<file path="config.mk">
export PLATFORM = sky130hd
export DESIGN_NAME = ttt_move_ctrl
export DESIGN_NICKNAME = d
export VERILOG_FILES = /design/src/rtl/ttt_pkg.sv /design/src/rtl/ttt_line_check.sv /design/src/rtl/ttt_move_ctrl.sv
export SDC_FILE = /design/constraint.sdc
export NUM_CORES = 1
export LEC_CHECK = 0
export CORE_MARGIN = 1
export CORE_UTILIZATION = 40
export DETAILED_ROUTE_END_ITERATION = 10
export PLACE_DENSITY = 0.83
export SLEW_MARGIN = 20
export SYNTH_ARGS = -nofsm -noshare
export SYNTH_HDL_FRONTEND = slang
export SYNTH_SLANG_ARGS = --single-unit
</file>
<file path="constraint.sdc">
create_clock -name clk -period 2.1 [get_ports clk]
set_input_delay 0.315 -clock clk [delete_from_list [all_inputs] [get_ports clk]]
set_output_delay 0.315 -clock clk [all_outputs]
set_load 0.03 [all_outputs]
</file>
<file path="src/rtl/ttt_pkg.sv">
// Shared constants, FSM state type and the winning-line table for the
// Tic-Tac-Toe move controller.
package ttt_pkg;

  localparam int N_CELLS = 9;
  localparam int N_LINES = 8;

  localparam logic SYM_X = 1'b0;
  localparam logic SYM_O = 1'b1;

  typedef enum logic [2:0] {
    CLEAR = 3'd0,
    IDLE  = 3'd1,
    WRITE = 3'd2,
    CHECK = 3'd3,
    OVER  = 3'd4
  } state_t;

  typedef logic [3:0] cell_idx_t;

  // Cell triples for the three rows, three columns and two diagonals.
  localparam cell_idx_t LINE_TBL [N_LINES][3] = '{
    '{4'd0, 4'd1, 4'd2},
    '{4'd3, 4'd4, 4'd5},
    '{4'd6, 4'd7, 4'd8},
    '{4'd0, 4'd3, 4'd6},
    '{4'd1, 4'd4, 4'd7},
    '{4'd2, 4'd5, 4'd8},
    '{4'd0, 4'd4, 4'd8},
    '{4'd2, 4'd4, 4'd6}
  };

endpackage

</file>
<file path="src/rtl/ttt_line_check.sv">
// Combinational win detector: scans every line of the board and reports
// whether any is fully occupied by a single symbol.
module ttt_line_check
  import ttt_pkg::*;
(
  input  logic [N_CELLS-1:0] valid,
  input  logic [N_CELLS-1:0] symbol,
  output logic               win,
  output logic               win_symbol
);

  // Walk the line table; lower-numbered lines take priority, although a
  // legal game can only ever complete lines of the player who just moved.
  always_comb begin
    win        = 1'b0;
    win_symbol = SYM_X;
    for (int i = N_LINES - 1; i >= 0; i--) begin
      if (valid[LINE_TBL[i][0]] && valid[LINE_TBL[i][1]] && valid[LINE_TBL[i][2]] &&
          (symbol[LINE_TBL[i][0]] == symbol[LINE_TBL[i][1]]) &&
          (symbol[LINE_TBL[i][1]] == symbol[LINE_TBL[i][2]])) begin
        win        = 1'b1;
        win_symbol = (symbol[LINE_TBL[i][0]] == SYM_O) ? SYM_O : SYM_X;
      end
    end
  end

endmodule

</file>
<file path="src/rtl/ttt_move_ctrl.sv">
// Tic-Tac-Toe move controller: accepts moves over valid/ready, rejects
// illegal ones, writes legal ones into the external cell array, then reads
// the board back to decide win/draw. Outputs come only from registers or
// the state register, so nothing combinational leaks from the inputs.
module ttt_move_ctrl
  import ttt_pkg::*;
#(
  parameter logic FIRST_SYMBOL = 1'b0
) (
  input  logic               clk,
  input  logic               reset,
  input  logic               new_game,
  input  logic               move_valid,
  input  logic [3:0]         move_pos,
  output logic               move_ready,
  input  logic [N_CELLS-1:0] cell_valid,
  input  logic [N_CELLS-1:0] cell_symbol,
  output logic [N_CELLS-1:0] cell_set,
  output logic               cell_set_symbol,
  output logic               cell_reset,
  output logic               turn,
  output logic               move_err,
  output logic [3:0]         move_count,
  output logic               game_over,
  output logic               winner_valid,
  output logic               winner,
  output logic               draw
);

  state_t      state;
  state_t      state_nxt;
  logic [3:0]  pos_q;
  logic [15:0] occ_ext;
  logic        illegal;
  logic        accept;
  logic        win;
  logic        win_symbol;

  // Zero-extend occupancy so out-of-range positions index a defined bit.
  assign occ_ext = {7'd0, cell_valid};
  assign illegal = (move_pos > 4'd8) || occ_ext[move_pos];

  // new_game swallows any simultaneous request, so it never counts as accepted.
  assign move_ready = (state == IDLE) || (state == OVER);
  assign accept     = move_valid && move_ready && !new_game;

  // Cell-array controls are decoded from state plus the latched position.
  assign cell_reset      = (state == CLEAR);
  assign cell_set        = (state == WRITE) ? (N_CELLS'(1) << pos_q) : '0;
  assign cell_set_symbol = (state == WRITE) ? turn : 1'b0;

  ttt_line_check u_line_check (
    .valid      (cell_valid),
    .symbol     (cell_symbol),
    .win        (win),
    .win_symbol (win_symbol)
  );

  // Next-state logic; new_game overrides whatever the current state wants.
  always_comb begin
    state_nxt = state;
    case (state)
      CLEAR:   state_nxt = IDLE;
      IDLE:    if (accept && !illegal) state_nxt = WRITE;
      WRITE:   state_nxt = CHECK;
      CHECK:   state_nxt = (win || (move_count == 4'd9)) ? OVER : IDLE;
      OVER:    state_nxt = OVER;
      default: state_nxt = CLEAR;
    endcase
    if (new_game) state_nxt = CLEAR;
  end

  // State register; reset parks the FSM in CLEAR so the board is wiped.
  always_ff @(posedge clk) begin
    if (reset) state <= CLEAR;
    else       state <= state_nxt;
  end

  // Game bookkeeping: position latch, turn, move count, result flags.
  // Clearing on the new_game edge makes the cleared values visible already
  // during the CLEAR cycle.
  always_ff @(posedge clk) begin
    if (reset || new_game) begin
      pos_q        <= 4'd0;
      turn         <= FIRST_SYMBOL;
      move_count   <= 4'd0;
      move_err     <= 1'b0;
      game_over    <= 1'b0;
      winner_valid <= 1'b0;
      winner       <= 1'b0;
      draw         <= 1'b0;
    end else begin
      move_err <= accept && ((state == OVER) || ((state == IDLE) && illegal));
      case (state)
        CLEAR: begin
          turn         <= FIRST_SYMBOL;
          move_count   <= 4'd0;
          game_over    <= 1'b0;
          winner_valid <= 1'b0;
          winner       <= 1'b0;
          draw         <= 1'b0;
        end
        IDLE: begin
          if (accept && !illegal) pos_q <= move_pos;
        end
        WRITE: begin
          move_count <= move_count + 4'd1;
        end
        CHECK: begin
          if (win) begin
            winner_valid <= 1'b1;
            winner       <= win_symbol;
            game_over    <= 1'b1;
          end else if (move_count == 4'd9) begin
            draw      <= 1'b1;
            game_over <= 1'b1;
          end else begin
            turn <= ~turn;
          end
        end
        default: ;
      endcase
    end
  end

endmodule

</file>
After elaboration in Yosys (flattened, before gate mapping). Cells that the tools add are included.

Flip-flop bits (word level): 17. Bits of input ports: 26. Logic and storage cells: 135.

Add/subtract/negate cells: 1. Order comparisons: 2. Eq/ne operators: 27. Shift-type cells: 1. Multiplexer cells: 41. Bitwise operators: 1. Reduce and logical (&&, ||, !) cells: 53.

Operators by type and width (count): 1-bit logical AND (37); 1-bit two-way mux (30); 1-bit == test (16); 3-bit case mux with 5 select lines (1); 2-bit != test (second input constant) (5); 1-bit case mux with 2 select lines (5); 9-bit two-way mux (1); 1-bit by 4-bit left shift with 9-bit output (first input constant) (1); 4-bit case mux with 2 select lines (1); 3-bit by 2-bit == test with 1-bit output (second input constant) (2); 3-bit two-way mux (2); 2-bit AND reduction (3); 3-bit AND reduction (2); 1-bit logical OR (5); 4-bit by 5-bit < comparator with 1-bit output (second input constant) (1); 4-bit by 1-bit adder with 4-bit output (second input constant) (1); 1-bit binary-select mux with 4-bit select (1); 4-bit == test (second input constant) (1); 4-bit greater-than comparator (second input constant) (1); 2-bit nonzero test (2); 3-bit by 1-bit == test with 1-bit output (second input constant) (1); 3-bit == test (second input constant) (1); 3-bit logical NOT (1); 3-bit != test (second input constant) (1); other kinds (3) (4).

Longest topological paths before layout. Gate-level depths: netlist (run 1).

Word-level depth: 15. Gate-level depth with buffers: 7. Depth with buffers taken out: 6.

Cells and area by module. From an unflattened synthesis (run 1), not the netlist that was laid out.

Cells, all modules: 183. Area total of the unflattened synthesis: 1338.8 um^2.

Modules (own cells, without submodules): ttt_move_ctrl (instances 1, cells each 133, area each 1037.2 um^2, seq. area each 340.3 um^2); ttt_line_check (instances 1, cells each 50, area each 301.5 um^2, seq. area each 0.0 um^2).

Worst setup path before layout (run 1). No wires, ideal clock.

Kind: register to output. From: reg state[0]. To: out cell_set[0]. Arrival time: 1807 ps. Data required time: 1785 ps. Setup slack: -22 ps. Stages on the path, launching flop included: 5. Path buffers: 0. Path through: dfxtp_1 nor2_1 nand2_1 or3_1 nor3_1.

Cells in the longest elaborated chain, start to end: 2.

RTL lines: start: declaration (line ttt_move_ctrl.sv:30) `state_t state;`; start signal: assignment (line ttt_move_ctrl.sv:76) `else state <= state_nxt;`; 3-bit by 2-bit == test with 1-bit output (line ttt_move_ctrl.sv:49) `assign cell_set = (state == WRITE) ? (N_CELLS'(1) << pos_q) : '0;`; 9-bit two-way mux (line ttt_move_ctrl.sv:49); end: declaration (line ttt_move_ctrl.sv:18) `output logic [N_CELLS-1:0] cell_set,`.

Every way passes these cells.

Final worst setup path (run 1).
From: reg state[2]. To: out cell_set[0].

The elaborated chain is that of the path after synthesis.

==> run metrics, run 1 <==
Post-Syn Nets=187; vias in the first global route=1415; die width=56.7 um; Worst EP arrival=1670 ps; post-route ant nets=0; worst reg2reg path depth=6; pre-CTS setup slack=-438 ps; setup ws final=120 ps; Hold Path End=state[0]; IO buf count=47; total vias in the final route=1497; Pint=0.495 mW; f_max=0.505 GHz; hold depth=1; hold path startpoint=state[2]; Synth cell types=41; switching share of total power=28.9%; htree depth=1; Die Y=56.7 um; TritonCTS clock tree=done; Largest stage delay, worst path=380 ps; CP required=1780 ps; starting density of the core=42.7%; Tcrit/Tclk final=94.3%; Post-CTS Hold Buffers=0; number of diodes=0; #FFs+latches synth=17; max-slew violations=0; nets@finish=259; cells along the critical path=nor2_1 > buf_4 > nand2_2 > or3_4 > nor3_2 > buf_4; final clock skew=15.2 ps; Logic pwr share=27.1%; area of the die=3220 sq um; Critical path origin=state[2]; area of the mapped netlist=1200 sq um; area grow syn2layout=58.4%; TritonCTS Buffers=3; final wirelength=3770 um; Avg Synthesized Cell Area=7.54 sq um; Max Cap Violations=0; relative slew slack=75.9%; Worst Max-Slew Pin Slew=359 ps; initial antenna violation count=0; cell accounting for the most synthesized area=dfxtp_1; Placer Congestion=0.831; Hold Crit Class=flip-flop to flip-flop; top post-synthesis cells by area=dfxtp_1, a21oi_1, nand3_1, nor2_1, nand2_1; placed insts=256; fraction of power consumed by sequential logic=47.0%; DRC viols=8; pwr dens=366 nW/um^2; grt total ovfl=0; I/O pins=48; YS warnings=0; Mapped Cells=159; Final Hold Fails=0; number of synthesized flops with an enable pin=0; worst flop-to-flop path endpoint=pos_q[3]; drt wl/cell=14.4 um; first-pass GRT wire length=6270 um; clk buf depth=2; leakage power=0.742 nW; CP max-delay cell=dfxtp_4; Setup CP Type=flip-flop to output pin; share of layout cells above drive strength 1=23.0%; CP Launch Type=flip-flop; Max FO, Critical Path=6; Yosys top cell area share=28.4%; Clock Power Share=25.9%; outcome=complete, but fails checks; largest net degree at the start of global routing=11; final setup violation count=0; gr usage total=24.8%; Via density=5.74; violated checks=design-rule violations; RSZ-0062 raised after global routing=yes; CP endpoint kind=output pin; hpwl dp=2980 um; Power, Total=0.695 mW; clock sink count=17; Clock transition at path regs=110 ps; VDD IR-drop max=0.314 mV; row count=19; DR iter-0 viols=87; ys async rst share=0%; dominant synthesized flop cell=dfxtp_1; CP dominant cell by count=buf_4; part of the Yosys area used for sequential elements=28.4%; Skew-Pair Late Insertion Delay=300 ps; core footprint=2810 sq um; Root Driver=clkbuf_4; Critical R2R Launch=state[2]; Pre-antenna DRT Iters=8; R2R setup slack=500 ps; crit path time final=1980 ps; Net Switching=0.201 mW; Layout Cells excl Fill=261
==> layer usage <==
metal	GRT usage (%)	vias up	wire, um
met1	29.6	697	1580
met4	7.67	0	62
met5	0	-	0
met2	44.9	59	1900
li1	-	734	-
met3	4.15	7	223
==> cell families (layout without fill, tap and decap cells) <==
group / after synthesis / in the layout / share of synthesized area, %
simple gates: 92 / 92 / 40.6
compound gates: 36 / 36 / 19.5
flops: 17 / 17 / 28.4
buf+inv: 7 / 78 / 2.82
mux: 4 / 4 / 5.85
fa+ha+maj: 2 / 2 / 2.09
xor+xnor: 1 / 1 / 0.731
==> Yosys cell counts (all sizes together) (3+ instances only) <==
library cell	instances
nand2	15
o21a	3
nand3	20
a21oi	16
dfxtp	17
nor3	9
or3	8
nand2b	4
and3	3
inv	3
nor2	19
clkbuf	3
o21ai	8
==> registers in the layout, indices dropped and copies added, names as in the netlist <==
register / flops
draw: 1
move_err: 1
pos_q: 4
winner_valid: 1
move_count: 4
state: 3
winner: 1
game_over: 1
turn: 1
==> through the flow <==
stage	hold slack (ps)	cell area [sq um]	TNS [ps]	utilization [%]
floorplan	459	1200	0	-
global placement	448	1840	-1820	65.7
detailed placement	458	1840	-2850	65.7
CTS	463	1890	0	67.4
global route	496	1900	-50.9	67.7
finish	467	1900	0	67.7
==> cell type report <==
type,count,area [sq um]
fill,249,907
multi-input combinational,135,847
timing repair buffer,71,629
sequential,17,344
tap,31,38.8
clock buffer,3,22.5
inverter,3,11.3
clock inverter,1,5.00
==> critical path, delay by kind of cell (launching register included) <==
family,cells,cell delay [ps]
AND/OR/NAND/NOR,4,660
flip-flops,1,380
buffers and inverters,2,320
==> how the worst max path moves through the flow <==
stage,endpoint,slack [ps],depth (start not counted)
2_1_floorplan,cell_set[4],160,5
3_3_place_gp,pos_q[2],-330,8
3_5_place_dp,pos_q[3],-440,8
4_1_cts,cell_set[0],20,6
5_1_grt,cell_set[1],-20,6
6_report,cell_set[0],120,6
==> power groups by stage <==
stage	combinational (mW)	sequential (mW)	clock, mW
6_report	0.188	0.327	0.180
5_1_grt	0.203	0.327	0.200
4_1_cts	0.186	0.327	0.188
3_5_place_dp	0.188	0.335	0
3_3_place_gp	0.182	0.335	0
2_1_floorplan	0.0691	0.336	0
==> repair_timing <==
item | 4_1_cts | 5_1_grt
buffers inserted | 2 | 0
endpoints found under the setup margin | 10 | 10
gates resized for setup | 20 | 2
pin swaps | 3 | 2
==> cell usage in the layout, fill, tap and decap left out, types with 4 or more instances in the layout <==
cell type | synthesis | routed
buf_4 | 0 | 30
nand3_1 | 16 | 16
nand2b_1 | 4 | 4
a21oi_1 | 16 | 16
o21ai_2 | 4 | 4
or3_1 | 8 | 7
dfxtp_1 | 17 | 16
nor2_1 | 19 | 19
clkdlybuf4s50_1 | 0 | 25
nand2_1 | 15 | 14
nor3_1 | 9 | 8
dlygate4sd2_1 | 0 | 14
Note: power is estimated with default switching activity, not from simulation.
==> run 2: changes to the inputs <==
--- a/config.mk
+++ b/config.mk
@@ -5,10 +5,12 @@
 export SDC_FILE = /design/constraint.sdc
 export NUM_CORES = 1
 export LEC_CHECK = 0
+export CELL_PAD_IN_SITES_DETAIL_PLACEMENT = 1
+export CELL_PAD_IN_SITES_GLOBAL_PLACEMENT = 1
 export CORE_MARGIN = 1
-export CORE_UTILIZATION = 40
+export CORE_UTILIZATION = 30
 export DETAILED_ROUTE_END_ITERATION = 10
-export PLACE_DENSITY = 0.83
+export PLACE_DENSITY = 0.88
 export SLEW_MARGIN = 20
 export SYNTH_ARGS = -nofsm -noshare
 export SYNTH_HDL_FRONTEND = slang
==> run 2 against run 1 <==
The flow now finishes without violations; design area increased by 3.0%; final cell count increased by 7.7%; global-route usage fell by 3.7 points; non-clock buffer count is 3 higher.
==> run metrics, run 2 (synthesis gave the netlist of run 1 again) <==
outcome=completed; most frequent cells in the layout=buf_4, clkdlybuf4s50_1, nor2_1, dfxtp_1, nand3_1; area grow syn2layout=63.2%; Max FO, Critical Path=8 (+2); crit path buf inv count=2 (unchanged); die width=65.2 um (+15%); RSZ-0062 raised after global routing=no; relative slew slack=73.0% (-2.9 points); pwr dens=390 nW/um^2 (+6.4%); leakage power=0.765 nW (+3.1%); Clock Power Share=32.1% (+6.2 points); TritonCTS Buffers=3 (unchanged); Regs by FF count=move_count x4, pos_q x4, state x3; final clock skew=1.48 ps (-13.7 ps); core footprint=3740 sq um (+33%); share of layout cells above drive strength 1=24.9% (+1.8 points); Worst EP arrival=2170 ps (+500 ps); Clock transition at path regs=60 ps (-50 ps); drt wl/cell=14.6 um (+1.1%); VDD IR-drop max=0.244 mV (-22%); starting density of the core=32.0% (-11 points); TritonCTS clock tree=done; clock sink count=17 (unchanged); Placer Congestion=0.806 (-3.0%); Worst Max-Slew Pin Slew=402 ps (+43.2 ps); final setup violation count=0 (unchanged); Tcrit/Tclk final=96.0% (+1.7 points); largest net degree at the start of global routing=11 (unchanged); switching share of total power=26.7% (-2.2 points); DR iter-0 viols=62 (-29%); grt total ovfl=0 (unchanged); f_max=0.496 GHz (-1.8%); setup ws final=84.2 ps (-35.6 ps); vias in the first global route=1484 (+4.9%); I/O pins=48 (unchanged); Root Driver=clkbuf_8; delay-heaviest family, CP=multiplexers; fraction of power consumed by sequential logic=43.2% (-3.8 points); pre-CTS setup slack=-445 ps (-7.09 ps); Final Hold Fails=0 (unchanged); Logic pwr share=24.7% (-2.4 points); IO buf count=47 (unchanged); commonest non-fill, non-tap cell in the layout=buf_4; hold slack=459 ps (-8.30 ps); Hold Crit Class=flip-flop to flip-flop; max-slew violations=0 (unchanged); post-route cell area=1960 sq um (+3.0%); CP endpoint kind=flip-flop; clk buf depth=2 (unchanged); Die Y=65.2 um (+15%); Pint=0.559 mW (+13%); Largest stage delay, worst path=510 ps (+130 ps); Net Switching=0.204 mW (+1.4%); final wirelength=4100 um (+8.8%); first-pass GRT wire length=6890 um (+9.9%); Via density=5.32 (-7.3%); gr usage total=21.1% (-3.7 points); Setup CP Type=input pin to flip-flop; number of diodes=0 (unchanged); row count=22 (+3); hpwl dp=3380 um (+14%); CP Launch Type=input pin; htree depth=1 (unchanged); total vias in the final route=1494 (-0.20%); crit path time final=2020 ps (+35.6 ps); Post-Place Cell Area=1890 sq um (+2.4%); post-route ant nets=0 (unchanged); Skew-Pair Late Insertion Delay=250 ps (-50 ps); Post-CTS Hold Buffers=0 (unchanged); cells along the critical path=dlygate4sd2_1 > mux4_2 > mux2i_1 > o21ai_1 > or4_4 > buf_6 > nand3_2 > o21ai_2; initial antenna violation count=0 (unchanged); Max Cap Violations=0 (unchanged); area of the die=4250 sq um (+32%); Pre-antenna DRT Iters=4 (-4); nets@finish=262 (+1.2%); CP max-delay cell=mux4_2; CP required=2250 ps (+470 ps); DRC viols=0 (-8)
run 2: final cells by class:
cell class	instances	area, sq um
Clock buffer	4	45.0
Inverter	3	11.3
Tap cell	48	60.1
Fill cell	467	1790
Sequential cell	17	340
Timing Repair Buffer	74	642
Multi-Input combinational cell	135	857
run 2: final timing paths:
check	startpoint	to	slack (ps)	cells past startpoint
setup / recovery	move_pos[2]	pos_q[0]	80	8
hold / removal	winner_valid	winner_valid	460	2
setup reg to reg	state[0]	turn	550	5
hold reg to reg	winner_valid	winner_valid	460	2
run 2: tightest hold or removal path, delay by kind of cell, from the launching register on:
family	cells	cell delay (ps)
DFF	1	310
and+or+nand+nor	1	50
AOI/OAI and AO/OA	1	50
run 2: power groups by stage:
stage | Sequential [mW] | Combinational (mW) | Clock [mW]
floorplan | 0.336 | 0.0691 | 0
global placement | 0.336 | 0.185 | 0
detailed placement | 0.336 | 0.189 | 0
CTS | 0.329 | 0.185 | 0.257
global route | 0.330 | 0.204 | 0.271
finish | 0.329 | 0.188 | 0.245
run 2: stage by stage:
step,setup TNS (ps),instances,total power [mW],utilization [%]
after floorplan,0,159,0.405,-
after global placement,-2420,276,0.521,50.4
after detailed placement,-3210,276,0.525,50.4
after CTS,0,281,0.771,51.3
after global routing,0,281,0.805,52.2
final,0,281,0.762,52.2
run 2: repair_timing:
item | 4_1_cts | 5_1_grt
pin swaps | 2 | 0
hold endpoints to repair | 0 | 0
endpoints found under the setup margin | 8 | 9
gates resized for setup | 16 | 8
setup buffers | 1 | 0
run 2: routing by layer:
layer | track usage [%] | up-vias | share of wire (%)
li1 | - | 738 | -
met1 | 27.2 | 715 | 45
met2 | 35.2 | 36 | 49
met3 | 3.65 | 5 | 4.1
met4 | 7.07 | 0 | 1.3
met5 | 0 | - | 0
